[src/rtl/gpu_command_queue_if.sv]
// Bus between the CPU-side instruction producer and the blanking-gated command queue.
// The master drives commands and display timing; the slave is the queue itself.
interface gpu_command_queue_if #(
    parameter int DEPTH = 16
);
    localparam int CW = $clog2(DEPTH) + 1;

    logic [34:0]   CmdData;
    logic          CmdValid;
    logic          CmdReady;
    logic          Flush;
    logic          Blanking;
    logic [34:0]   Instruction;
    logic [CW-1:0] Count;
    logic          Busy;

    modport master (
        output CmdData, CmdValid, Flush, Blanking,
        input  CmdReady, Instruction, Count, Busy
    );

    modport slave (
        input  CmdData, CmdValid, Flush, Blanking,
        output CmdReady, Instruction, Count, Busy
    );
endinterface

[src/rtl/gpu_command_queue.sv]
// Buffers sprite instructions and replays them onto the GPU Instruction bus only during
// display blanking, at most BURST_MAX per window; NOP (all zeros) is driven otherwise.
module gpu_command_queue #(
    parameter int DEPTH     = 16,
    parameter int BURST_MAX = 64
) (
    input logic                Clk,
    input logic                Rst_n,
    gpu_command_queue_if.slave bus
);
    localparam int AW = $clog2(DEPTH);
    localparam int CW = AW + 1;
    localparam logic [CW-1:0] FULL_COUNT = CW'(DEPTH);
    localparam logic [7:0]    BURST_LIM  = 8'(BURST_MAX);

    typedef enum logic [1:0] {
        WAIT_BLANK  = 2'd0,
        ISSUE       = 2'd1,
        WAIT_ACTIVE = 2'd2
    } state_t;

    logic [34:0]   mem_q [DEPTH];
    logic [CW-1:0] wr_ptr_q, wr_ptr_d;
    logic [CW-1:0] rd_ptr_q, rd_ptr_d;
    logic [CW-1:0] count_q, count_d;
    state_t        state_q, state_d;
    logic [7:0]    burst_q, burst_d;
    logic [34:0]   instr_q, instr_d;
    logic          push;
    logic          pop;

    // Ready looks only at the registered count, so a full queue never accepts on the cycle it pops.
    assign bus.CmdReady    = Rst_n & ~bus.Flush & (count_q != FULL_COUNT);
    assign push            = bus.CmdValid & bus.CmdReady;
    assign bus.Instruction = instr_q;
    assign bus.Count       = count_q;
    assign bus.Busy        = (count_q != '0) | (state_q == ISSUE);

    always_comb begin
        state_d = state_q;
        burst_d = burst_q;
        instr_d = '0;
        pop     = 1'b0;
        case (state_q)
            WAIT_BLANK: begin
                if (bus.Blanking) begin
                    burst_d = '0;
                    state_d = ISSUE;
                end
            end
            ISSUE: begin
                if (!bus.Blanking) begin
                    state_d = WAIT_BLANK;
                end else if ((count_q != '0) && (burst_q < BURST_LIM)) begin
                    instr_d = mem_q[rd_ptr_q[AW-1:0]];
                    pop     = 1'b1;
                    burst_d = burst_q + 8'd1;
                end else if (burst_q == BURST_LIM) begin
                    state_d = WAIT_ACTIVE;
                end
            end
            WAIT_ACTIVE: begin
                if (!bus.Blanking) begin
                    state_d = WAIT_BLANK;
                end
            end
            default: state_d = WAIT_BLANK;
        endcase
        // Flush wins over everything, including a pop the window would otherwise take.
        if (bus.Flush) begin
            state_d = WAIT_BLANK;
            burst_d = '0;
            instr_d = '0;
            pop     = 1'b0;
        end
    end

    always_comb begin
        wr_ptr_d = wr_ptr_q + CW'(push);
        rd_ptr_d = rd_ptr_q + CW'(pop);
        count_d  = count_q + CW'(push) - CW'(pop);
        if (bus.Flush) begin
            wr_ptr_d = '0;
            rd_ptr_d = '0;
            count_d  = '0;
        end
    end

    always_ff @(posedge Clk or negedge Rst_n) begin
        if (!Rst_n) begin
            wr_ptr_q <= '0;
            rd_ptr_q <= '0;
            count_q  <= '0;
            state_q  <= WAIT_BLANK;
            burst_q  <= '0;
            instr_q  <= '0;
        end else begin
            wr_ptr_q <= wr_ptr_d;
            rd_ptr_q <= rd_ptr_d;
            count_q  <= count_d;
            state_q  <= state_d;
            burst_q  <= burst_d;
            instr_q  <= instr_d;
        end
    end

    // Storage carries no reset; validity is tracked entirely by the pointers and count.
    always_ff @(posedge Clk) begin
        if (push) begin
            mem_q[wr_ptr_q[AW-1:0]] <= bus.CmdData;
        end
    end
endmodule
[src/flat_wrapper.sv]
// flat-port wrapper written by rule: the top's interface ports become plain ports
module gpu_command_queue_flat 
#(
    parameter int DEPTH     = 16,
    parameter int BURST_MAX = 64
)
  (Clk, Rst_n, bus_CmdData, bus_CmdValid, bus_Flush, bus_Blanking, bus_CmdReady, bus_Instruction, bus_Count, bus_Busy);
  gpu_command_queue_if #(.DEPTH(DEPTH)) bus_i ();
  input logic Clk;
  input logic Rst_n;
  input wire logic [$bits(bus_i.CmdData)-1:0] bus_CmdData;
  input wire logic [$bits(bus_i.CmdValid)-1:0] bus_CmdValid;
  input wire logic [$bits(bus_i.Flush)-1:0] bus_Flush;
  input wire logic [$bits(bus_i.Blanking)-1:0] bus_Blanking;
  output wire logic [$bits(bus_i.CmdReady)-1:0] bus_CmdReady;
  output wire logic [$bits(bus_i.Instruction)-1:0] bus_Instruction;
  output wire logic [$bits(bus_i.Count)-1:0] bus_Count;
  output wire logic [$bits(bus_i.Busy)-1:0] bus_Busy;
  assign bus_i.CmdData = bus_CmdData;
  assign bus_i.CmdValid = bus_CmdValid;
  assign bus_i.Flush = bus_Flush;
  assign bus_i.Blanking = bus_Blanking;
  assign bus_CmdReady = bus_i.CmdReady;
  assign bus_Instruction = bus_i.Instruction;
  assign bus_Count = bus_i.Count;
  assign bus_Busy = bus_i.Busy;
  gpu_command_queue #(.DEPTH(DEPTH), .BURST_MAX(BURST_MAX)) u_core (.Clk(Clk), .Rst_n(Rst_n), .bus(bus_i));
endmodule
[config.mk]
export PLATFORM = sky130hd
export DESIGN_NAME = gpu_command_queue_flat
export DESIGN_NICKNAME = d
export VERILOG_FILES = /design/src/rtl/gpu_command_queue_if.sv /design/src/rtl/gpu_command_queue.sv /design/src/flat_wrapper.sv
export SDC_FILE = /design/constraint.sdc
export NUM_CORES = 1
export LEC_CHECK = 0
export ABC_AREA = 1
export CAP_MARGIN = 20
export CELL_PAD_IN_SITES_DETAIL_PLACEMENT = 1
export CELL_PAD_IN_SITES_GLOBAL_PLACEMENT = 1
export CORE_ASPECT_RATIO = 0.9
export CORE_MARGIN = 2
export CORE_UTILIZATION = 50
export DETAILED_ROUTE_END_ITERATION = 8
export PLACE_DENSITY = 0.78
export SYNTH_ARGS = -nofsm -noshare
export SYNTH_HDL_FRONTEND = slang
export SYNTH_SLANG_ARGS = --single-unit
[constraint.sdc]
create_clock -name Clk -period 3.9 [get_ports Clk]
set_clock_uncertainty 0.15 [all_clocks]
set_input_delay 0.78 -clock Clk [delete_from_list [all_inputs] [get_ports Clk]]
set_output_delay 0.78 -clock Clk [all_outputs]
set_load 0.02 [all_outputs]
==> results of run 1 <==
## kinds of logic (layout without fill, tap and decap cells)
kind of cell	Yosys count	after routing	synth area share
DFF	618	618	0.739
and+or+nand+nor	1052	1052	0.173
adders and majority gates	11	11	0.00587
AOI/OAI and AO/OA	189	189	0.0419
xor gates and xnor gates	3	3	0.00106
buffers and inverters	212	344	0.0385
## metal layers
layer / track usage / up-vias / wire length [um]
met5: 0 / - / 0
met4: 0.0998 / 0 / 2140
met3: 0.0342 / 137 / 3700
met2: 0.493 / 576 / 36500
met1: 0.363 / 8599 / 28900
li1: - / 7343 / -
## Yosys cell counts
cell / count
o21ai_0: 84
buf_6: 3
inv_1: 94
inv_2: 6
nand3_1: 232
and3_1: 1
xnor2_1: 1
o22ai_1: 1
buf_2: 56
nor2_4: 1
edfxtp_1: 560
dfrtp_1: 58
o21ai_1: 13
clkinv_1: 1
xor2_1: 2
nand3b_1: 1
ha_1: 10
buf_4: 17
nor3_1: 2
buf_1: 6
o211ai_1: 35
clkbuf_1: 29
fa_1: 1
nor2_1: 259
a21oi_1: 55
a31oi_1: 1
nor2_2: 2
nand2_2: 1
nand4_1: 8
nand2_1: 545
## metrics by stage
stage	instances	util
3_5_place_dp	2733	0.540
5_1_grt	2849	0.583
3_3_place_gp	2733	0.540
2_1_floorplan	2085	-
6_report	2849	0.583
4_1_cts	2849	0.583
## state kept, by name (all words and copies together) (netlist names)
name / flops
u_core.mem_q: 560
u_core.bus.Instruction: 35
u_core.burst_q: 8
u_core.bus.Count: 5
u_core.rd_ptr_q: 4
u_core.wr_ptr_q: 4
u_core.state_q: 2
## critical path, cell delays in order
cell	delay, ns
clkdlybuf4s50_1	0.43
buf_4	0.19
inv_1	0.09
nand3_1	0.10
inv_1	0.07
clkdlybuf4s50_1	0.59
## final timing paths
path	startpoint	depth (start not counted)	to	slack (ns)
max	bus_Flush	6	bus_CmdReady	0.72
min	Rst_n	2	u_core.bus.Instruction[5]	0.26
max reg2reg	u_core.bus.Count[2]	9	u_core.mem_q[13][17]	1.01
min reg2reg	u_core.rd_ptr_q[2]	1	u_core.rd_ptr_q[2]	0.38
max in group asynchronous	Rst_n	2	u_core.rd_ptr_q[0]	2.62
min in group Clk	u_core.rd_ptr_q[2]	1	u_core.rd_ptr_q[2]	0.38
## power by group
part | internal [uW] | total (uW) | switching, uW
combinational | 309 | 1030 | 721
clock | 3620 | 6200 | 2580
sequential | 7300 | 7360 | 61.3
## layout make-up
cell class | count | area [sq um] | area share
Multi-Input combinational cell | 1255 | 5620 | 0.197
Tap cell | 632 | 791 | 0.0277
Clock buffer | 80 | 1670 | 0.0585
Inverter | 101 | 387 | 0.0136
Timing Repair Buffer | 127 | 1340 | 0.0470
Clock inverter | 36 | 447 | 0.0157
Sequential cell | 618 | 18300 | 0.641
==> qor.yml, run 1 <==
dieArea_sq_mm: 0.0512
ys_types: 30
vias_per_cell: 5.85
tightest_slew_ns: 1.07
post_cts.repair.setup_buffers: 0
antenna_found_initial: 1
cts.htree.levels: 2
period_minus_slack_ns: 3.18
rows: 77
drive_above_1_share: 0.0776
fp.dieH_um: 215
slew_viol_final: 0
required_ns: 2.97
start_util: 0.505
coreArea_sq_mm: 0.0489
grt_pass1_vias: 18157
final_cell_mix: "560 x edfxtp_1, 545 x nand2_1, 243 x nor2_1, 232 x nand3_1, 94 x inv_1"
root_buffer: "clkbuf_16"
cts_num_sinks: 618
grt_max_degree: 137
fillers: 4911
avgSynthCellArea_sq_um: 11.9
hold_viol: 0
design_area_sq_mm: 0.0285
cellLeakagePower_uw: 0.0104
yosysWarnings: 0
syn-num-nets: 2136
synth_top_area_cell: "edfxtp_1"
yosys-top-cells-area: "edfxtp_1 68%, nand2_1 8.3%, dfrtp_1 5.9%"
clkLatencyLatePin_ns: 0.64
gp_congestion: 0.799
ioPinCount: 82
drv_cap: 0
max-vdd-ir-drop_mv: 0.399
ys_ff_latch: 618
num_vias: 16655
ys_seq_area_frac: 0.739
clk_pin_slew_ns: 0.07
cts_buffers: 61
drtAntennaViolNets: 0
startpoint_type: "input port"
dp_hpwl_um: 39800
postSynthCellCount: 2085
setup.worst_path.end_class: "output pin"
final_common_cell: "edfxtp_1"
tns_ns: 0
setup_ws_ns: 0.722
nets: 2215
synth_top_area_frac: 0.681
routed_wl_um: 71200
critPathKind: "input port to output pin"
num_antenna_cells: 0
syn_to_final_growth_pct: 15.4
die_width_um: 238
grt_pass1_wl_um: 108000
cts_hold_buf: 0
cts.path.max_buffers: 3
finalCritPeriodShare: 0.815
grt_overflow_total: 0
cp_max_fo: 10
cts_tree: "yes"
firstDrtPassIters: 6
powerDensity_mw_per_mm2: 512
numPortBuffers: 81
critical_path_arrival_ns: 2.25
slew_headroom: 0.290
dpl-instance-area_sq_mm: 0.0264
cts_resized: 0
wl_per_cell_um: 25.0
hold_ws_ns: 0.264
drt_iter0_drc: 1428
finalPower_uw: 14600
rsz0062_at_grt: "no"
worstHoldPathType: "input port to asynchronous set/reset pin"
pre_cts_ws_ns: 0.373
status: "complete, no violations"
grt.total_usage: 0.282
timing.fmax_mhz: 315
synth_area_sq_mm: 0.0247
drc: 0
finalSetupViolCount: 0
Power figures use the tool's default switching activity.
==> inputs of run 2 (changes only) <==
--- a/config.mk
+++ b/config.mk
@@ -11,9 +11,9 @@
 export CELL_PAD_IN_SITES_GLOBAL_PLACEMENT = 1
 export CORE_ASPECT_RATIO = 0.9
 export CORE_MARGIN = 2
-export CORE_UTILIZATION = 50
+export CORE_UTILIZATION = 45
 export DETAILED_ROUTE_END_ITERATION = 8
-export PLACE_DENSITY = 0.78
+export PLACE_DENSITY = 0.74
 export SYNTH_ARGS = -nofsm -noshare
 export SYNTH_HDL_FRONTEND = slang
 export SYNTH_SLANG_ARGS = --single-unit
==> constraint.sdc (replaced) <==
create_clock -name Clk -period 2.6 [get_ports Clk]
set_clock_uncertainty 0.15 [all_clocks]
set_input_delay 0.52 -clock Clk [delete_from_list [all_inputs] [get_ports Clk]]
set_output_delay 0.52 -clock Clk [all_outputs]
set_load 0.02 [all_outputs]
==> run 2 against run 1 <==
Count of clock-buffer cells in the layout shrank 10; largest power group unchanged; combinational power grew 76%; sequential cell count is the same; largest cell class unchanged.
==> qor.yml, run 2 (synthesis gave the netlist of run 1 again) <==
drc: 0  # unchanged
path_common_cell: "inv_2"
setup.worst_path.end_class: "register"
numPortBuffers: 81  # unchanged
hold_viol: 0  # unchanged
rsz0062_at_grt: "yes"
cp_max_fo: 3  # -7
clkLatencyLatePin_ns: 0.64  # about the same
start_util: 0.455  # -0.0500
drt_iter0_drc: 1433  # +0.35%
worstHoldPathType: "input port to asynchronous set/reset pin"
routed_wl_um: 71500  # +0.43%
hold_ws_ns: 0.0302  # -0.234 ns
root_buffer: "clkbuf_16"
syn_to_final_growth_pct: 18.3
ioPinCount: 82  # unchanged
drtAntennaViolNets: 0  # unchanged
die_width_um: 251  # +5.3%
grt_pass1_wl_um: 108000  # -0.24%
fillers: 5540  # +13%
final_cell_mix: "560 x edfxtp_1, 541 x nand2_1, 240 x nor2_1, 231 x nand3_1, 89 x inv_1"
design_area_sq_mm: 0.0292  # +2.5%
finalCritPeriodShare: 0.974
critPathSlowestCell: "dfrtp_2"
coreArea_sq_mm: 0.0543  # +11%
finalSetupViolCount: 0  # unchanged
firstDrtPassIters: 6  # unchanged
critical_path_arrival_ns: 2.89  # +0.64 ns
required_ns: 2.95  # -0.02 ns
max_stage_delay_ns: 0.41  # -0.18 ns
clk_pin_slew_ns: 0.06  # about the same
cts_buffers: 61  # unchanged
dpl-instance-area_sq_mm: 0.0272  # +2.9%
num_vias: 16627  # -0.17%
seqCellArea_sq_mm: 0.0183  # about the same
cellLeakagePower_uw: 0.0107  # +2.7%
antenna_found_initial: 0  # -1
path_buf_inv: 5  # unchanged
final_common_cell: "edfxtp_1"
period_minus_slack_ns: 2.53
gp_congestion: 0.780  # -2.4%
multi_input_area_sq_mm: 0.00568  # +1.2%
largest_register_ffs: 560  # unchanged
rows: 81  # +5.2%
drive_above_1_share: 0.109  # +0.0310
cts_num_sinks: 618  # unchanged
worstPathCellList: "inv_2 > ha_4 > nand3_4 > nand2_4 > nor2_4 > inv_2 > buf_6 > nand2_2 > nand2_1 > ha_2 > inv_2 > fa_2 > inv_2 > nand2_2 > a21oi_2 > nor2_2 > o21ai_1 > a21oi_1"
critPathKind: "register to register"
wl_per_cell_um: 24.0  # -4.0%
finalPower_uw: 21600  # +48%
dieArea_sq_mm: 0.0568  # +11%
grt_overflow_total: 0  # unchanged
grt_pass1_vias: 17847  # -1.7%
dp_hpwl_um: 41700  # +4.9%
cts_tree: "yes"
grt_max_degree: 95  # -31%
fp.dieH_um: 226  # +5.3%
status: "complete, no violations"
nets: 2273  # +2.6%
post-route-util: 0.538  # -0.0447
cts.path.max_buffers: 3  # unchanged
max-vdd-ir-drop_mv: 0.599  # +50%
grt.total_usage: 0.255  # -0.0272
drv_cap: 0  # unchanged
slew_viol_final: 0  # unchanged
cp_top_family: "adder cells"
slew_headroom: 0.318  # +0.0288
vias_per_cell: 5.58  # -4.5%
num_antenna_cells: 0  # unchanged
cts.htree.levels: 2  # unchanged
startpoint_type: "register"
timing.fmax_mhz: 395
powerDensity_mw_per_mm2: 739  # +45%
tightest_slew_ns: 1.02  # -0.0432 ns
run 2: final timing paths:
kind,slack [ns],startpoint,cells past startpoint,endpoint
max,0.07,u_core.bus.Count[3],18,u_core.bus.Count[4]
min,0.03,Rst_n,2,u_core.bus.Count[4]
max reg2reg,0.07,u_core.bus.Count[3],18,u_core.bus.Count[4]
min reg2reg,0.36,u_core.rd_ptr_q[2],1,u_core.rd_ptr_q[2]
max in group asynchronous,1.51,Rst_n,2,u_core.rd_ptr_q[0]
min in group Clk,0.36,u_core.rd_ptr_q[2],1,u_core.rd_ptr_q[2]
run 2: what timing repair did:
item | in CTS | in global routing
gates resized for setup | 10 | 15
hold buffers | 0 | 0
buffers inserted | 0 | 4
pin swaps | 0 | 9
endpoints found under the setup margin | 3 | 1
endpoints found under the hold margin | 0 | 0
run 2: cell type report:
class,count,share of cell area
repair buffers,185,0.0697
inverters,101,0.0132
flip-flops and latches,618,0.625
multi-input cells,1255,0.194
clock buffers,70,0.0537
well taps,705,0.0302
clock inverters,45,0.0136
run 2: routing by layer:
metal  global-route usage  share of wire
met3               0.0367          0.059
met4               0.0954          0.034
met2                0.434           0.50
met1                0.334           0.41
met5                    0              0
run 2: stage by stage:
stage	TNS (ns)	worst slack, ns	cells
after global placement	-90.26	-0.434	2860
after detailed placement	-132.02	-0.428	2860
final	0	0.0669	2979
after floorplan	-148.42	-0.265	2085
after global routing	-0.0912	-0.0912	2979
after CTS	0	0.0293	2975
run 2: power breakdown:
| group | leakage, uW | internal [uW] | switching [uW] | total, uW |
|---|---|---|---|---|
| clock network | 0.000943 | 4930 | 3860 | 8780 |
| logic | 0.00393 | 631 | 1180 | 1810 |
| registers | 0.00583 | 10900 | 70.9 | 11000 |
| total | 0.0107 | 16500 | 5110 | 21600 |
